## config.mk

```make
export PLATFORM = sky130hd
export DESIGN_NAME = time_set_ctrl
export DESIGN_NICKNAME = d
export VERILOG_FILES = /design/src/rtl/time_set_ctrl.sv
export SDC_FILE = /design/constraint.sdc
export NUM_CORES = 1
export LEC_CHECK = 0
export BUFFER_PORTS_ARGS = -buffer_cell sky130_fd_sc_hd__buf_2
export CORE_MARGIN = 3
export CORE_UTILIZATION = 60
export CTS_CLUSTER_SIZE = 8
export DETAILED_ROUTE_END_ITERATION = 6
export GPL_ROUTABILITY_DRIVEN = 0
export HOLD_SLACK_MARGIN = 0.06
export PLACE_DENSITY = 0.9
export SETUP_SLACK_MARGIN = 0.05
export SYNTH_ARGS = -nofsm -noshare
export SYNTH_HDL_FRONTEND = slang
export SYNTH_SLANG_ARGS = --single-unit
```

## constraint.sdc

```tcl
create_clock -name clk -period 3.78 [get_ports clk]
set_input_delay 1.134 -clock clk [delete_from_list [all_inputs] [get_ports clk]]
set_output_delay 1.134 -clock clk [all_outputs]
set_load 0.01 [all_outputs]
```

## src/rtl/time_set_ctrl.sv

```systemverilog
// time_set_ctrl: debounces mode/inc/alarm buttons and edits BCD start time and alarm time.
// Latency: raw button edge to register update is DEB_CYCLES+4 clk edges (2 sync, DEB_CYCLES debounce, 1 pulse, 1 update).
// Backpressure: none; buttons are free-running levels and every output is a registered level or one-cycle strobe.
// Optional feature macro: TIME_SET_REPEAT_EN (auto-repeat increment while inc is held in an edit state).
module time_set_ctrl #(
   parameter int DEB_CYCLES    = 1_000_000,
   parameter int REPEAT_CYCLES = 25_000_000
) (
   input  logic       clk,
   input  logic       rst,
   input  logic       btn_mode,
   input  logic       btn_inc,
   input  logic       btn_alm,
   output logic [3:0] hourdec_init,
   output logic [3:0] hourone_init,
   output logic [3:0] mindec_init,
   output logic [3:0] minone_init,
   output logic       time_load,
   output logic [3:0] hourdec_bud,
   output logic [3:0] hourone_bud,
   output logic [3:0] mindec_bud,
   output logic [3:0] minone_bud,
   output logic       bud_en,
   output logic [2:0] edit_state
);

   // Counter holds 0..DEB_CYCLES-1; the flip happens on the edge that would reach DEB_CYCLES.
   localparam int DW = (DEB_CYCLES > 1) ? $clog2(DEB_CYCLES) : 1;
   localparam logic [DW-1:0] DEB_LAST = DW'(DEB_CYCLES - 1);

   // Both periods must be at least one cycle for the counters to make sense.
   if (DEB_CYCLES < 1 || REPEAT_CYCLES < 1) begin : g_bad_param
      $error("time_set_ctrl: DEB_CYCLES and REPEAT_CYCLES must be >= 1");
   end

   typedef enum logic [2:0] {
      IDLE         = 3'd0,
      SET_HOUR     = 3'd1,
      SET_MIN      = 3'd2,
      SET_ALM_HOUR = 3'd3,
      SET_ALM_MIN  = 3'd4
   } state_t;

   // Button index: 0 = mode, 1 = inc, 2 = alarm.
   logic [2:0]         btn_raw;
   logic [2:0]         sync1_q, sync1_d;
   logic [2:0]         sync2_q, sync2_d;
   logic [2:0]         deb_q, deb_d;
   logic [2:0]         deb_dly_q, deb_dly_d;
   logic [2:0]         press_q, press_d;
   logic [2:0][DW-1:0] cnt_q, cnt_d;

   state_t     state_q, state_d;
   logic       time_load_q, time_load_d;
   logic [3:0] hourdec_init_q, hourdec_init_d;
   logic [3:0] hourone_init_q, hourone_init_d;
   logic [3:0] mindec_init_q, mindec_init_d;
   logic [3:0] minone_init_q, minone_init_d;
   logic [3:0] hourdec_bud_q, hourdec_bud_d;
   logic [3:0] hourone_bud_q, hourone_bud_d;
   logic [3:0] mindec_bud_q, mindec_bud_d;
   logic [3:0] minone_bud_q, minone_bud_d;
   logic       bud_en_q, bud_en_d;

   logic mode_p, inc_p, alm_p;
   logic in_edit;
   logic inc_act;
   logic inc_step;
   logic rpt_fire;

   // Hour step within 00..23; anything out of range folds back to 00.
   function automatic logic [7:0] hour_inc(input logic [3:0] dec, input logic [3:0] one);
      logic [7:0] r;
      if ((dec >= 4'd2 && one >= 4'd3) || dec > 4'd2) begin
         r = 8'h00;
      end else if (one >= 4'd9) begin
         r = {dec + 4'd1, 4'd0};
      end else begin
         r = {dec, one + 4'd1};
      end
      return r;
   endfunction

   // Minute step within 00..59; never carries into the hour.
   function automatic logic [7:0] min_inc(input logic [3:0] dec, input logic [3:0] one);
      logic [7:0] r;
      if ((dec >= 4'd5 && one >= 4'd9) || dec > 4'd5) begin
         r = 8'h00;
      end else if (one >= 4'd9) begin
         r = {dec + 4'd1, 4'd0};
      end else begin
         r = {dec, one + 4'd1};
      end
      return r;
   endfunction

   assign btn_raw = {btn_alm, btn_inc, btn_mode};

   // Per-button synchronizer, debounce counter and rising-edge press pulse.
   always_comb begin
      sync1_d   = btn_raw;
      sync2_d   = sync1_q;
      deb_d     = deb_q;
      deb_dly_d = deb_q;
      press_d   = deb_q & ~deb_dly_q;
      cnt_d     = '0;
      for (int i = 0; i < 3; i++) begin
         if (sync2_q[i] != deb_q[i]) begin
            if (cnt_q[i] == DEB_LAST) begin
               deb_d[i] = ~deb_q[i];
               cnt_d[i] = '0;
            end else begin
               cnt_d[i] = cnt_q[i] + 1'b1;
            end
         end
      end
   end

   assign mode_p   = press_q[0];
   assign inc_p    = press_q[1];
   assign alm_p    = press_q[2];
   assign in_edit  = (state_q != IDLE);
   // A mode press in the same cycle swallows the increment.
   assign inc_act  = inc_p & ~mode_p & in_edit;
   assign inc_step = inc_act | rpt_fire;

`ifdef TIME_SET_REPEAT_EN
   localparam int RW = (REPEAT_CYCLES > 1) ? $clog2(REPEAT_CYCLES) : 1;
   localparam logic [RW-1:0] RPT_LAST = RW'(REPEAT_CYCLES - 1);

   logic [RW-1:0] rpt_cnt_q, rpt_cnt_d;
   logic          rpt_arm_q, rpt_arm_d;

   // Repeat timer: armed by an accepted inc press, disarmed by release, mode press or leaving edit.
   always_comb begin
      rpt_fire  = rpt_arm_q & deb_q[1] & in_edit & ~mode_p & (rpt_cnt_q == RPT_LAST);
      rpt_arm_d = rpt_arm_q;
      rpt_cnt_d = rpt_cnt_q + 1'b1;
      if (mode_p || !deb_q[1] || !in_edit) begin
         rpt_arm_d = 1'b0;
         rpt_cnt_d = '0;
      end else if (inc_act) begin
         rpt_arm_d = 1'b1;
         rpt_cnt_d = '0;
      end else if (!rpt_arm_q || rpt_fire) begin
         rpt_cnt_d = '0;
      end
   end
`else
   assign rpt_fire = 1'b0;
`endif

   // Edit FSM next state, digit increments, alarm toggle and load strobe.
   always_comb begin
      state_d        = state_q;
      time_load_d    = 1'b0;
      hourdec_init_d = hourdec_init_q;
      hourone_init_d = hourone_init_q;
      mindec_init_d  = mindec_init_q;
      minone_init_d  = minone_init_q;
      hourdec_bud_d  = hourdec_bud_q;
      hourone_bud_d  = hourone_bud_q;
      mindec_bud_d   = mindec_bud_q;
      minone_bud_d   = minone_bud_q;
      bud_en_d       = bud_en_q;
      if (mode_p) begin
         case (state_q)
            IDLE:         state_d = SET_HOUR;
            SET_HOUR:     state_d = SET_MIN;
            SET_MIN: begin
               state_d     = SET_ALM_HOUR;
               time_load_d = 1'b1;
            end
            SET_ALM_HOUR: state_d = SET_ALM_MIN;
            default:      state_d = IDLE;
         endcase
      end else begin
         if (inc_step) begin
            case (state_q)
               SET_HOUR:     {hourdec_init_d, hourone_init_d} = hour_inc(hourdec_init_q, hourone_init_q);
               SET_MIN:      {mindec_init_d, minone_init_d}   = min_inc(mindec_init_q, minone_init_q);
               SET_ALM_HOUR: {hourdec_bud_d, hourone_bud_d}   = hour_inc(hourdec_bud_q, hourone_bud_q);
               SET_ALM_MIN:  {mindec_bud_d, minone_bud_d}     = min_inc(mindec_bud_q, minone_bud_q);
               default:      ;
            endcase
         end
         // Alarm toggle only counts in IDLE, so an inc+alm coincidence resolves by state.
         if (alm_p && state_q == IDLE) begin
            bud_en_d = ~bud_en_q;
         end
      end
   end

   // All state registers with synchronous reset.
   always_ff @(posedge clk) begin
      if (rst) begin
         sync1_q        <= '0;
         sync2_q        <= '0;
         deb_q          <= '0;
         deb_dly_q      <= '0;
         press_q        <= '0;
         cnt_q          <= '0;
         state_q        <= IDLE;
         time_load_q    <= 1'b0;
         hourdec_init_q <= '0;
         hourone_init_q <= '0;
         mindec_init_q  <= '0;
         minone_init_q  <= '0;
         hourdec_bud_q  <= '0;
         hourone_bud_q  <= '0;
         mindec_bud_q   <= '0;
         minone_bud_q   <= '0;
         bud_en_q       <= 1'b0;
`ifdef TIME_SET_REPEAT_EN
         rpt_cnt_q      <= '0;
         rpt_arm_q      <= 1'b0;
`endif
      end else begin
         sync1_q        <= sync1_d;
         sync2_q        <= sync2_d;
         deb_q          <= deb_d;
         deb_dly_q      <= deb_dly_d;
         press_q        <= press_d;
         cnt_q          <= cnt_d;
         state_q        <= state_d;
         time_load_q    <= time_load_d;
         hourdec_init_q <= hourdec_init_d;
         hourone_init_q <= hourone_init_d;
         mindec_init_q  <= mindec_init_d;
         minone_init_q  <= minone_init_d;
         hourdec_bud_q  <= hourdec_bud_d;
         hourone_bud_q  <= hourone_bud_d;
         mindec_bud_q   <= mindec_bud_d;
         minone_bud_q   <= minone_bud_d;
         bud_en_q       <= bud_en_d;
`ifdef TIME_SET_REPEAT_EN
         rpt_cnt_q      <= rpt_cnt_d;
         rpt_arm_q      <= rpt_arm_d;
`endif
      end
   end

   assign hourdec_init = hourdec_init_q;
   assign hourone_init = hourone_init_q;
   assign mindec_init  = mindec_init_q;
   assign minone_init  = minone_init_q;
   assign time_load    = time_load_q;
   assign hourdec_bud  = hourdec_bud_q;
   assign hourone_bud  = hourone_bud_q;
   assign mindec_bud   = mindec_bud_q;
   assign minone_bud   = minone_bud_q;
   assign bud_en       = bud_en_q;
   assign edit_state   = state_q;

endmodule

```

# == Word level (Yosys, flattened, before mapping) ==
# Index checks and enable logic that the tools add are counted.
# classes
add_sub_neg,11
n_lt_le_gt_ge,14
n_eq_ne,10
muxes,10
bitwise,12
reduce_logical,31
# op_table
op,n
$mux W8,8
$add A20 B1 Y20 const B,3
$eq A20 B20 Y1 const B,3
$add A4 B1 Y4 const B,8
$ge A4 B2 Y1 const B,4
$ge A4 B4 Y1 const B,4
$reduce_and A4 Y1,4
$pmux W3 S4,1
$reduce_and A3 Y1,4
$reduce_or A3 Y1,3
$ge A4 B3 Y1 const B,2
$gt A4 B2 Y1 const B,2
$gt A4 B3 Y1 const B,2
$not A1 Y1,8
$reduce_and A2 Y1,4
$reduce_bool A2 Y1,4
$eq A3 B2 Y1 const B,2
$logic_and A1 B1 Y1,5
$logic_or A1 B1 Y1,4
$and A3 B3 Y3,1
$eq A3 B1 Y1 const B,1
$eq A3 B3 Y1 const B,1
$logic_not A3 Y1,1
$ne A1 B1 Y1,3
5 further kinds,6
# word_totals
reg_bits,112
inputBits,5

# == Logic depth before layout (Yosys ltp) ==
# Gate-level depths: netlist of run 1.
# depth
ltp_word,5
depth_mapped,6

# == Least setup slack after synthesis of run 1 ==
# Ideal clock, no wire load.
# synth_path
kind,input to register
from,in rst
to,reg cnt_q[45] (netlist bit)
setup_ns,0.128
arrival_time_ns,2.065
required_time_ns,3.652
slack_ns,1.587
cell_stages,5
path_cell_list,clkbuf_1 nor2_1 o21ai_1 clkbuf_1 nor2_1
# synth_between
elab_chain_cells,1
# synth_rtl
element,line,rtl
start: declaration,10,"input logic rst,"
$reduce_or A3 Y1 (no line),-,
end signal: assignment,224,cnt_q <= cnt_d;
end: declaration,51,"logic [2:0][DW-1:0] cnt_q, cnt_d;"
# Every way passes these cells.
# A chain may end at the register's enable or synchronous reset.

# == Worst setup path in the final report of run 1 ==
# layout_path
from,reg cnt_q[40] (netlist bit)
to,reg cnt_q[48] (netlist bit)
# layout_between
elab_chain_cells,2
elab_cells_between_ends,3
cone_classes,1 x add/sub; 1 x eq/ne; 1 x reduce/logical
# layout_rtl
element
"parallel branches: the longest is 2 deep, another holds $add A20 B1 Y20"
# Parallel ways; which one is timed is not known.

==> impl_metrics.csv, run 1 <==
group,metric,value,unit
placed_design,buffer_ports.inserted,41,
sta,clock_skew,0.00982,ns
sta,setup_ws,1.45,ns
pwr,p_seq_share,63.7,%
detailed_routing,drt_drc_violations_left,0,
global_route,grt_antenna_before_repair,0,
status,run_status,"finished clean",
worst_setup_path,r2r_cells,5,
clock_network,ctsLongestPathBuffers,2,
yosys,yosys_most_used_dff,"sky130_fd_sc_hd__dfxtp_1",
yosys,xor_xnor_share_of_the_synthesized_area,7.91,%
clock_network,hold_buffer_count_at_cts,0,
global_route,grt_start_max_net_pins,41,
worst_setup_path,max_stage_delay,1.02,ns
yosys,synth-adder-area-share,6.01,%
global_route,overflow_after_grt,0,
worst_setup_path,slowest_stage_cell_on_the_critical_path,"sky130_fd_sc_hd__o21ai_1",
hold_path,min_to,"press_q[0]",
detailed_routing,drt_pass1_iterations,4,
sta,setup_tns,0,ns
clock_network,cts-resized-gates,0,
worst_setup_path,critical_path_start_type,"flip-flop",
yosys,synth-simple-area-share,27.3,%
yosys,yosys_warnings,0,
yosys,synth.mux.area_fraction,0.192,%
detailed_routing,drt-vias-per-instance,5.90,
pwr,p_sw_share,23.0,%
final_layout,nets,661,
placed_design,place.detailed.hpwl,7.64,mm
clock_network,clock_tree.root_cell,"sky130_fd_sc_hd__clkbuf_8",
yosys,syn-mean-instance-area,8.75,sq um
floorplanning,placement_rows,33,
worst_setup_path,setup.worst_path.class,"reg2reg",
yosys,synth_seq_cells,112,
floorplanning,die_width,99.1,um
yosys,synth_compound_area_share,11.3,%
detailed_routing,drt_iter0_markers,195,
sta,period_share,61.7,%
sta,setup_violations,0,
floorplanning,dieArea,9830,sq um
floorplanning,start_util,62.4,%
placed_design,preCtsSetupSlack,1.35,ns
pwr,power.internal,0.00144,W
detailed_routing,route.detailed.wl_per_inst,14.4,um
final_layout,drive_above_1_share,11.6,%
clock_network,tritoncts,"done",
detailed_routing,vias,4369,
worst_setup_path,critPathArrivalTime,2.55,ns
hold_path,holdPathStages,1,
hold_path,hold_path.startpoint,"deb_dly_q[0]",
pwr,vdd_ir_drop_max,0.000164,V
sta,unrepaired_setup_endpoints_after_global_routing,"false",
sta,worstMarginPinSlew,1.24,ns
hold_path,hold_path.class,"reg2reg",
worst_setup_path,r2r-end,"cnt_q[48]",
floorplanning,io_pins,42,
yosys,synth-async-reset-ratio,0,%
yosys,synth_edf_count,0,
yosys,portion_of_the_post_synthesis_area_used_by_sequential_elements,43.1,%
pwr,p_leak,1.91,nW
pwr,power_density,330,nW/um^2
clock_network,cts_num_sinks,112,
clock_network,post_cts_setup_driven_buffer_insertion_count,0,
yosys,synth_top_family_by_area,"simple AND/OR/NAND/NOR gates",
global_route,grt_use_total,21.8,%
placed_design,placedCellCount,725,
sta,final_hold_viol_count,0,
yosys,post_synthesis_cell_area,5200,sq um
clock_network,clock_latency,0.38,ns
clock_network,cts_max_level,3,
clock_network,clock_slew_at_the_register_clock_pins_of_the_worst_setup_and_hold_paths,0.11,ns
worst_setup_path,regToRegSetupSlack,1.45,ns
pwr,netSwitchingPower,0.000428,W
detailed_routing,wl,10.7,mm
sta,fmax,429,MHz
pwr,power.total,0.00186,W
yosys,synth.distinct_cells,55,
floorplanning,placeableCoreArea,8340,sq um
final_layout,final_cells,741,
worst_setup_path,cp_max_fanout,19,
final_layout,num_antenna_cells,0,
worst_setup_path,r2r_start,"cnt_q[40]",
worst_setup_path,worstPathCellList,"ha_1 > and2_1 > nand4_1 > o21ai_1 > nor2_1",
global_route,grt_pass1_vias,4132,
pwr,p_clk_share,34.5,%
run,maxCapViolations,0,
worst_setup_path,timing.critical_path.to_type,"flip-flop",
sta,holdWs,0.386,ns
worst_setup_path,required,3.99,ns
yosys,synth.net_count,625,
sta,final_period_minus_worst_setup_slack,2.33,ns
global_route,grt_pass1_wl,18.0,mm
sta,worst_slew_margin_rel,17.1,%
floorplanning,die_height,99.1,um
clock_network,cts_inserted_buffers,9,
yosys,syn_inst,595,
sta,final_max_slew_viol_count,0,
final_layout,syn_to_final_growth,8.46,%
detailed_routing,antenna_nets_post_route,0,
pwr,combinationalPowerShare,1.8,%
-- power groups by stage --
stage               clock network (W)  registers (W)  logic (W)
floorplan                           0        0.00122  0.0000240
global placement                    0        0.00122  0.0000319
detailed placement                  0        0.00122  0.0000327
CTS                          0.000650        0.00119  0.0000330
global route                 0.000701        0.00119  0.0000370
finish                       0.000643        0.00119  0.0000334
-- cells in the mapped netlist (all sizes together) (2+ instances only) --
cell type	count	area (sq um)
nor3	25	125
nand3	39	205
buf	6	38.8
nor2b	15	93.8
and3	8	50.1
a2111oi	3	45.0
o31ai	8	60.1
nand4	10	62.6
or4	15	120
a211oi	2	15.0
xnor2	29	254
nand2b	5	31.3
a41oi	2	17.5
nor3b	4	30.0
xor2	18	158
nor2	58	218
o22ai	3	18.8
o21a	2	15.0
dfxtp	112	2240
and4	3	26.3
and2	5	31.3
nand4b	2	17.5
or3b	4	35.0
a21oi	38	194
or3	18	113
nand2	35	131
nor4	8	50.1
nor4b	2	17.5
o21ai	24	131
clkbuf	12	45.0
inv	37	139
o32ai	2	17.5
ha	25	313
o31a	2	17.5
or4b	2	20.0
or2	2	12.5
-- flip-flops by register name, summed over array words and instances (netlist names) --
register / cells
hourone_init: 4
cnt_q: 60
hourdec_init: 4
deb_dly_d: 3
sync2_q: 3
mindec_bud: 4
edit_state: 3
minone_bud: 4
bud_en: 1
mindec_init: 4
sync1_q: 3
deb_dly_q: 3
hourdec_bud: 4
press_q: 3
time_load: 1
minone_init: 4
hourone_bud: 4
-- critical path, delay by kind of cell (launching register included) --
kind                     cells  cell delay (ns)
AO/OA/AOI/OAI                1             1.02
adder cells (fa/ha/maj)      1             0.19
flip-flops                   1             0.38
AND/OR/NAND/NOR              3             0.59
-- worst max path at each step --
stage | from | endpoint | cells past startpoint
after floorplan | rst | cnt_q[45] | 5
after global placement | rst | mindec_init[2] | 5
after detailed placement | rst | mindec_init[2] | 5
after CTS | cnt_q[40] | cnt_q[47] | 5
after global routing | cnt_q[40] | cnt_q[58] | 5
final | cnt_q[40] | cnt_q[48] | 5
-- layer usage --
metal  GRT usage [%]  wire length [um]  part of all wire [%]  vias up
met5               0                 0                     0        -
met4            8.93               174                   1.6        0
met1            26.3              4590                    43     2096
li1                -                 -                     -     2156
met3            4.00               469                   4.4       15
met2            38.3              5410                    51      102
-- logic make-up after synthesis --
family,count (synthesis)
and+or+nand+nor,263
DFF,112
AOI/OAI and AO/OA,92
buffers and inverters,55
xor gates and xnor gates,47
adders and majority gates,25
muxes,1
-- layout make-up --
type	count	area (sq um)
Clock buffer	10	128
Clock inverter	6	45.0
Fill cell	652	2700
Inverter	37	139
Multi-Input combinational cell	428	2740
Sequential cell	112	2240
Tap cell	105	131
Timing Repair Buffer	43	220
-- metrics by stage --
step | area [sq um] | util (%)
final | 5650 | 67.7
after global routing | 5650 | 67.7
after CTS | 5650 | 67.7
after detailed placement | 5470 | 65.6
after global placement | 5470 | 65.6
after floorplan | 5200 | -
-- cell usage in the layout (no fill, tap or decap), types with 4 or more instances in the layout --
cell type	n
sky130_fd_sc_hd__a21oi_1	37
sky130_fd_sc_hd__and2_1	5
sky130_fd_sc_hd__and3_1	8
sky130_fd_sc_hd__buf_2	41
sky130_fd_sc_hd__clkbuf_8	9
sky130_fd_sc_hd__dfxtp_1	112
sky130_fd_sc_hd__ha_1	25
sky130_fd_sc_hd__inv_1	37
sky130_fd_sc_hd__nand2_1	35
sky130_fd_sc_hd__nand2b_1	5
sky130_fd_sc_hd__nand3_1	37
sky130_fd_sc_hd__nand4_1	10
sky130_fd_sc_hd__nor2_1	58
sky130_fd_sc_hd__nor2b_1	15
sky130_fd_sc_hd__nor3_1	25
sky130_fd_sc_hd__nor3b_1	4
sky130_fd_sc_hd__nor4_1	8
sky130_fd_sc_hd__o21ai_0	22
sky130_fd_sc_hd__o31ai_1	8
sky130_fd_sc_hd__or3_1	18
sky130_fd_sc_hd__or3b_2	4
sky130_fd_sc_hd__or4_1	13
sky130_fd_sc_hd__xnor2_1	29
sky130_fd_sc_hd__xor2_1	18
No activity file was read; power rests on OpenSTA's default activity.
==> run 2: changes to the inputs <==
--- a/config.mk
+++ b/config.mk
@@ -5,14 +5,15 @@
 export SDC_FILE = /design/constraint.sdc
 export NUM_CORES = 1
 export LEC_CHECK = 0
+export ABC_AREA = 1
 export BUFFER_PORTS_ARGS = -buffer_cell sky130_fd_sc_hd__buf_2
 export CORE_MARGIN = 3
-export CORE_UTILIZATION = 60
+export CORE_UTILIZATION = 54
 export CTS_CLUSTER_SIZE = 8
 export DETAILED_ROUTE_END_ITERATION = 6
 export GPL_ROUTABILITY_DRIVEN = 0
 export HOLD_SLACK_MARGIN = 0.06
-export PLACE_DENSITY = 0.9
+export PLACE_DENSITY = 0.86
 export SETUP_SLACK_MARGIN = 0.05
 export SYNTH_ARGS = -nofsm -noshare
 export SYNTH_HDL_FRONTEND = slang
==> constraint.sdc (replaced) <==
create_clock -name clk -period 2.1 [get_ports clk]
set_input_delay 0.63 -clock clk [delete_from_list [all_inputs] [get_ports clk]]
set_output_delay 0.63 -clock clk [all_outputs]
set_load 0.01 [all_outputs]
==> impl_metrics.csv, run 2 <==
group,metric,value,unit
status,run_status,"finished clean",
detailed_routing,dr.max_layer_used,"met4",
worst_setup_path,r2r_start,"cnt_q[40]",
yosys,post_synth_main_area_contributors,"sky130_fd_sc_hd__dfxtp_1 40%, sky130_fd_sc_hd__nand2_1 12%, sky130_fd_sc_hd__nor2_1 10%, sky130_fd_sc_hd__ha_1 5.6%, sky130_fd_sc_hd__inv_1 5.3%",
global_route,grt_antenna_before_repair,0,
detailed_routing,routedLengthMet1,5.08,mm
clock_network,clock_latency,0.38,ns
pwr,power_density,561,nW/um^2
yosys,syn_inst,790,
final_layout,largest_reg_flops,60,
floorplanning,dieArea,11600,sq um
yosys,yosys.cell_count.top_type,"sky130_fd_sc_hd__nand2_1",
clock_network,tritoncts,"done",
final_layout,num_antenna_cells,0,
global_route,grt_use_total,18.9,%
yosys,yosysTopAreaCellShare,40.3,%
worst_setup_path,r2r-end,"cnt_q[55]",
worst_setup_path,required,2.36,ns
worst_setup_path,timing.critical_path.to_type,"flip-flop",
sta,holdWs,0.400,ns
sta,fmax,571,MHz
clock_network,post_cts_setup_driven_buffer_insertion_count,0,
hold_path,min_to,"press_q[1]",
final_layout,nets,864,
worst_setup_path,regToRegSetupSlack,0.35,ns
global_route,grt_pass1_wl,18.3,mm
detailed_routing,wl,10.6,mm
final_layout,layout.cells.most_common,"sky130_fd_sc_hd__nand2_1",
global_route,grt_start_max_net_pins,26,
worst_setup_path,r2r_cells,8,
hold_path,hold_path.class,"reg2reg",
pwr,p_leak,2.26,nW
detailed_routing,antenna_nets_post_route,0,
floorplanning,die_height,107,um
sta,setup_tns,0,ns
clock_network,ctsLongestPathBuffers,2,
worst_setup_path,critPathArrivalTime,2.01,ns
yosys,synth_edf_count,0,
yosys,netlist.top_cell.by_area,"sky130_fd_sc_hd__dfxtp_1",
sta,final_max_slew_viol_count,0,
floorplanning,placement_rows,36,
floorplanning,die_width,107,um
floorplanning,placeableCoreArea,9910,sq um
worst_setup_path,setup.worst_path.class,"reg2reg",
worst_setup_path,cp_max_fanout,20,
yosys,yosys_most_used_dff,"sky130_fd_sc_hd__dfxtp_1",
final_layout,registers.top_by_ff_count,"cnt_q",
detailed_routing,route.detailed.wl_per_inst,10.9,um
yosys,portion_of_the_post_synthesis_area_used_by_sequential_elements,40.3,%
placed_design,buffer_ports.inserted,41,
clock_network,cts_num_sinks,112,
detailed_routing,detailroute.wirelength.met3,402,um
detailed_routing,drt_pass1_iterations,5,
hold_path,hold_path.startpoint,"deb_dly_q[1]",
hold_path,holdPathStages,1,
clock_network,cts-resized-gates,0,
yosys,post_synthesis_cell_area,5560,sq um
sta,clock_skew,0.0133,ns
clock_network,clock_slew_at_the_register_clock_pins_of_the_worst_setup_and_hold_paths,0.10,ns
clock_network,clock_tree.root_cell,"sky130_fd_sc_hd__clkbuf_8",
final_layout,nFillCells,890,
worst_setup_path,critical_path_start_type,"flip-flop",
pwr,vdd_ir_drop_max,0.000340,V
yosys,synth-async-reset-ratio,0,%
final_layout,layout.cells.most_common_list,"183 x sky130_fd_sc_hd__nand2_1, 151 x sky130_fd_sc_hd__nor2_1, 112 x sky130_fd_sc_hd__dfxtp_1",
sta,final_hold_viol_count,0,
sta,unrepaired_setup_endpoints_after_global_routing,"false",
run,maxCapViolations,0,
clock_network,cts_max_level,3,
detailed_routing,drt_iter0_markers,257,
final_layout,syn_to_final_growth,9.18,%
sta,period_share,83.4,%
global_route,grt_pass1_vias,4332,
placed_design,place.detailed.hpwl,7.85,mm
floorplanning,start_util,56.1,%
yosys,syn-mean-instance-area,7.04,sq um
sta,final_period_minus_worst_setup_slack,1.75,ns
sta,worst_slew_margin_rel,73.6,%
yosys,synth.net_count,820,
clock_network,hold_buffer_count_at_cts,0,
yosys,synth_seq_cells,112,
detailed_routing,drt_drc_violations_left,0,
yosys,netlist_top_cells_count,"183 x sky130_fd_sc_hd__nand2_1, 151 x sky130_fd_sc_hd__nor2_1, 112 x sky130_fd_sc_hd__dfxtp_1",
detailed_routing,vias,4870,
floorplanning,io_pins,42,
yosys,yosys_warnings,0,
sta,setup_violations,0,
final_layout,utilization,61.3,%
detailed_routing,wl_met2,5.05,mm
final_layout,drive_above_1_share,10.4,%
clock_network,cts_inserted_buffers,9,
sta,worstMarginPinSlew,0.394,ns
worst_setup_path,critical_path.startpoint,"cnt_q[40]",
global_route,overflow_after_grt,0,
detailed_routing,drt-vias-per-instance,5.01,
yosys,synth.distinct_cells,34,
## run 2: worst max path at each step
stage	slack, ns	endpoint
6_report	0.35	cnt_q[55]
5_1_grt	0.17	cnt_q[47]
2_1_floorplan	0.60	cnt_q[32]
3_5_place_dp	0.35	cnt_q[55]
3_3_place_gp	0.42	cnt_q[58]
4_1_cts	0.34	cnt_q[55]
## run 2: cells by family (layout without fill, tap and decap cells)
logic type,after synthesis,after routing,synth area share [%]
DFF,112,112,40.3
buffers and inverters,101,150,7.42
and+or+nand+nor,448,448,34.9
adders and majority gates,25,25,5.62
AOI/OAI and AO/OA,72,72,6.68
xor gates and xnor gates,32,32,5.04
## run 2: through the flow
step	total power, W	std cells	setup slack, ns	area, sq um
floorplan	0.00222	790	0.598	5560
global placement	0.00223	956	0.424	5890
detailed placement	0.00224	956	0.355	5890
CTS	0.00345	972	0.345	6070
global route	0.00353	972	0.166	6070
finish	0.00341	972	0.349	6070
## run 2: area by class of cell
cell class | count | area (sq um) | area share [%]
sequential | 112 | 2240 | 36.9
tap | 133 | 166 | 2.74
clock buffer | 9 | 124 | 2.04
multi-input combinational | 577 | 2910 | 47.9
timing repair buffer | 46 | 243 | 4.00
clock inverter | 7 | 60.1 | 0.989
inverter | 88 | 330 | 5.44
## run 2: power breakdown
part           switching (W)  internal, W
logic              0.0000385    0.0000142
registers         0.00000373      0.00213
clock network       0.000764     0.000458
total               0.000806      0.00260
## run 2: layer usage
metal  GRT usage [%]  up-vias
met5               0        -
met1            24.3     2195
met2            32.1       78
met4            5.32        0
met3            3.90       11
li1                -     2586
## run 2: worst max-delay path, cell delays in order (launching register included)
cell and delay [ns]:
sky130_fd_sc_hd__dfxtp_1 0.42, sky130_fd_sc_hd__ha_1 0.26, sky130_fd_sc_hd__nand3_4 0.13, sky130_fd_sc_hd__nor2_4 0.12, sky130_fd_sc_hd__nand2_1 0.08, sky130_fd_sc_hd__nor2_2 0.15
sky130_fd_sc_hd__nand2_1 0.08, sky130_fd_sc_hd__nand2_2 0.30, sky130_fd_sc_hd__nor2_1 0.09
==> run 3: changes to the inputs <==
--- a/config.mk
+++ b/config.mk
@@ -8,12 +8,12 @@
 export ABC_AREA = 1
 export BUFFER_PORTS_ARGS = -buffer_cell sky130_fd_sc_hd__buf_2
 export CORE_MARGIN = 3
-export CORE_UTILIZATION = 54
+export CORE_UTILIZATION = 60
 export CTS_CLUSTER_SIZE = 8
 export DETAILED_ROUTE_END_ITERATION = 6
 export GPL_ROUTABILITY_DRIVEN = 0
 export HOLD_SLACK_MARGIN = 0.06
-export PLACE_DENSITY = 0.86
+export PLACE_DENSITY = 0.9
 export SETUP_SLACK_MARGIN = 0.05
 export SYNTH_ARGS = -nofsm -noshare
 export SYNTH_HDL_FRONTEND = slang
==> constraint.sdc (replaced) <==
create_clock -name clk -period 1.75 [get_ports clk]
set_input_delay 0.525 -clock clk [delete_from_list [all_inputs] [get_ports clk]]
set_output_delay 0.525 -clock clk [all_outputs]
set_load 0.01 [all_outputs]
==> impl_metrics.csv, run 3 (synthesized netlist as in run 2, its figures left out) <==
group,metric,value,unit
status,run_status,"finished clean",
hold_path,hold_path.startpoint,"btn_inc",
clock_network,ctsLongestPathBuffers,2,
clock_network,cts_max_level,3,
worst_setup_path,required,1.22,ns
floorplanning,start_util,62.9,%
global_route,overflow_after_grt,0,
final_layout,final_cell_area,6180,sq um
clock_network,cts_num_sinks,112,
sta,fmax,629,MHz
global_route,routing_usage_on_met1,27.7,%
detailed_routing,antenna_nets_post_route,0,
detailed_routing,drt_drc_violations_left,0,
global_route,grt_pass1_vias,4658,
worst_setup_path,critical-path-top-delay-family,"flip-flops",
final_layout,layout.cells.most_common_list,"181 x sky130_fd_sc_hd__nand2_1, 146 x sky130_fd_sc_hd__nor2_1, 111 x sky130_fd_sc_hd__dfxtp_1",
final_layout,largest_reg_flops,60,
sta,final_period_minus_worst_setup_slack,1.59,ns
final_layout,syn_to_final_growth,11.1,%
sta,worst_slew_margin_rel,58.6,%
worst_setup_path,cp_max_fanout,8,
detailed_routing,drt-vias-per-instance,5.25,
worst_setup_path,critical_path_buf_inv_count,1,
sta,final_max_slew_viol_count,0,
clock_network,hold_buffer_count_at_cts,0,
pwr,p_leak,2.30,nW
hold_path,hold_path.class,"in2reg",
floorplanning,die_height,102,um
run,maxCapViolations,0,
floorplanning,placement_rows,34,
floorplanning,dieArea,10500,sq um
final_layout,layout.cells.most_common,"sky130_fd_sc_hd__nand2_1",
final_layout,num_antenna_cells,0,
detailed_routing,wl,11.4,mm
placed_design,buffer_ports.inserted,41,
global_route,met3_track_utilization_from_global_routing,4.64,%
worst_setup_path,timing.critical_path.to_type,"output port",
pwr,power.total,0.00436,W
pwr,vdd_ir_drop_max,0.000637,V
clock_network,clock_latency,0.37,ns
global_route,grt_antenna_before_repair,0,
sta,period_share,90.8,%
sta,setup_violations,0,
detailed_routing,drt_iter0_markers,202,
clock_network,cts_inserted_buffers,9,
detailed_routing,vias,4990,
placed_design,postPlaceCellArea,5900,sq um
final_layout,nets,868,
sta,worstMarginPinSlew,0.621,ns
global_route,grt_start_max_net_pins,26,
pwr,power_density,706,nW/um^2
detailed_routing,route.detailed.wl_per_inst,11.9,um
floorplanning,placeableCoreArea,8850,sq um
clock_network,tritoncts,"done",
clock_network,clock_tree.root_cell,"sky130_fd_sc_hd__clkbuf_8",
sta,final_hold_viol_count,0,
global_route,grt_pass1_wl,19.3,mm
global_route,global_route.peak_usage_layer,"met2",
worst_setup_path,critical_path.startpoint,"mindec_bud[2]",
sta,setup_tns,0,ns
worst_setup_path,r2r_start,"cnt_q[41]",
sta,unrepaired_setup_endpoints_after_global_routing,"false",
final_layout,drive_above_1_share,12.1,%
worst_setup_path,setup.worst_path.class,"reg2out",
global_route,grt_use_total,22.3,%
sta,clock_skew,0.0127,ns
floorplanning,die_width,102,um
detailed_routing,drt_pass1_iterations,6,
global_route,use_met2,38.7,%
worst_setup_path,max_stage_delay,0.49,ns
clock_network,post_cts_setup_driven_buffer_insertion_count,0,
worst_setup_path,critical_path_start_type,"flip-flop",
placed_design,place.detailed.hpwl,8.04,mm
clock_network,clock_slew_at_the_register_clock_pins_of_the_worst_setup_and_hold_paths,0.11,ns
worst_setup_path,critPathArrivalTime,1.06,ns
sta,holdWs,0.356,ns
floorplanning,io_pins,42,
worst_setup_path,slowest_stage_cell_on_the_critical_path,"sky130_fd_sc_hd__dfxtp_1",
worst_setup_path,worstPathCellList,"buf_2",
final_layout,registers.top_by_ff_count,"cnt_q",
-- run 3: cell types whose count changed in the layout (fill, tap and decap cells not counted), moves of 2 or more --
cell | before | now
sky130_fd_sc_hd__nor2_2 | 6 | 11
sky130_fd_sc_hd__nand2_4 | 0 | 2
sky130_fd_sc_hd__nor2_1 | 151 | 146
sky130_fd_sc_hd__nand2_2 | 2 | 4
sky130_fd_sc_hd__buf_12 | 0 | 2
sky130_fd_sc_hd__bufinv_16 | 0 | 2
sky130_fd_sc_hd__inv_6 | 4 | 0
sky130_fd_sc_hd__clkinvlp_4 | 0 | 2
sky130_fd_sc_hd__nand2_1 | 183 | 181
-- run 3: path summary, 6_finish.rpt --
kind	slack [ns]	end	depth (start not counted)
setup / recovery	0.16	mindec_bud[2]	1
setup reg to reg	0.17	cnt_q[56]	8
hold reg to reg	0.40	press_q[0]	1
hold / removal	0.36	sync1_q[1]	3
-- run 3: per-stage QoR --
stage | utilization [%] | std cells | worst slack (ns)
CTS | 69.3 | 949 | 0.103
global placement | 66.7 | 933 | 0.123
detailed placement | 66.7 | 933 | 0.0533
floorplan | - | 790 | 0.248
global route | 69.8 | 951 | 0.0522
finish | 69.8 | 951 | 0.161
-- run 3: what timing repair did --
action,CTS,global route
resized for setup,1,12
endpoints found under the setup margin,6,61
hold endpoints to repair,0,0
pin swaps,0,1
cloned,0,2
-- run 3: area by class of cell --
| class | instances | area [sq um] |
|---|---|---|
| Sequential cell | 112 | 2240 |
| Clock inverter | 6 | 91.3 |
| Inverter | 88 | 330 |
| Multi-Input combinational cell | 579 | 2960 |
| Timing Repair Buffer | 48 | 283 |
| Clock buffer | 10 | 138 |
| Fill cell | 759 | 2670 |
| Tap cell | 108 | 135 |
-- run 3: where the power goes --
part           leakage, nW  internal (W)  switching, W
sequential           0.904       0.00256    0.00000396
clock                0.110      0.000853      0.000875
combinational         1.29     0.0000214     0.0000516
-- run 3: worst reg2reg max path, stage by stage, from the launching register on --
cell                      delay, ns
sky130_fd_sc_hd__dfxtp_1       0.38
sky130_fd_sc_hd__ha_2          0.23
sky130_fd_sc_hd__nand3_4       0.11
sky130_fd_sc_hd__nor2_4        0.12
sky130_fd_sc_hd__nand2_1       0.08
sky130_fd_sc_hd__nor2_2        0.16
sky130_fd_sc_hd__nand2_2       0.14
sky130_fd_sc_hd__nand2_4       0.17
sky130_fd_sc_hd__a21oi_1       0.06
-- run 3: layer usage --
metal,routed length [um],vias up
li1,-,2592
met1,5220,2271
met2,5470,111
met3,510,16
met4,162,0
met5,0,-
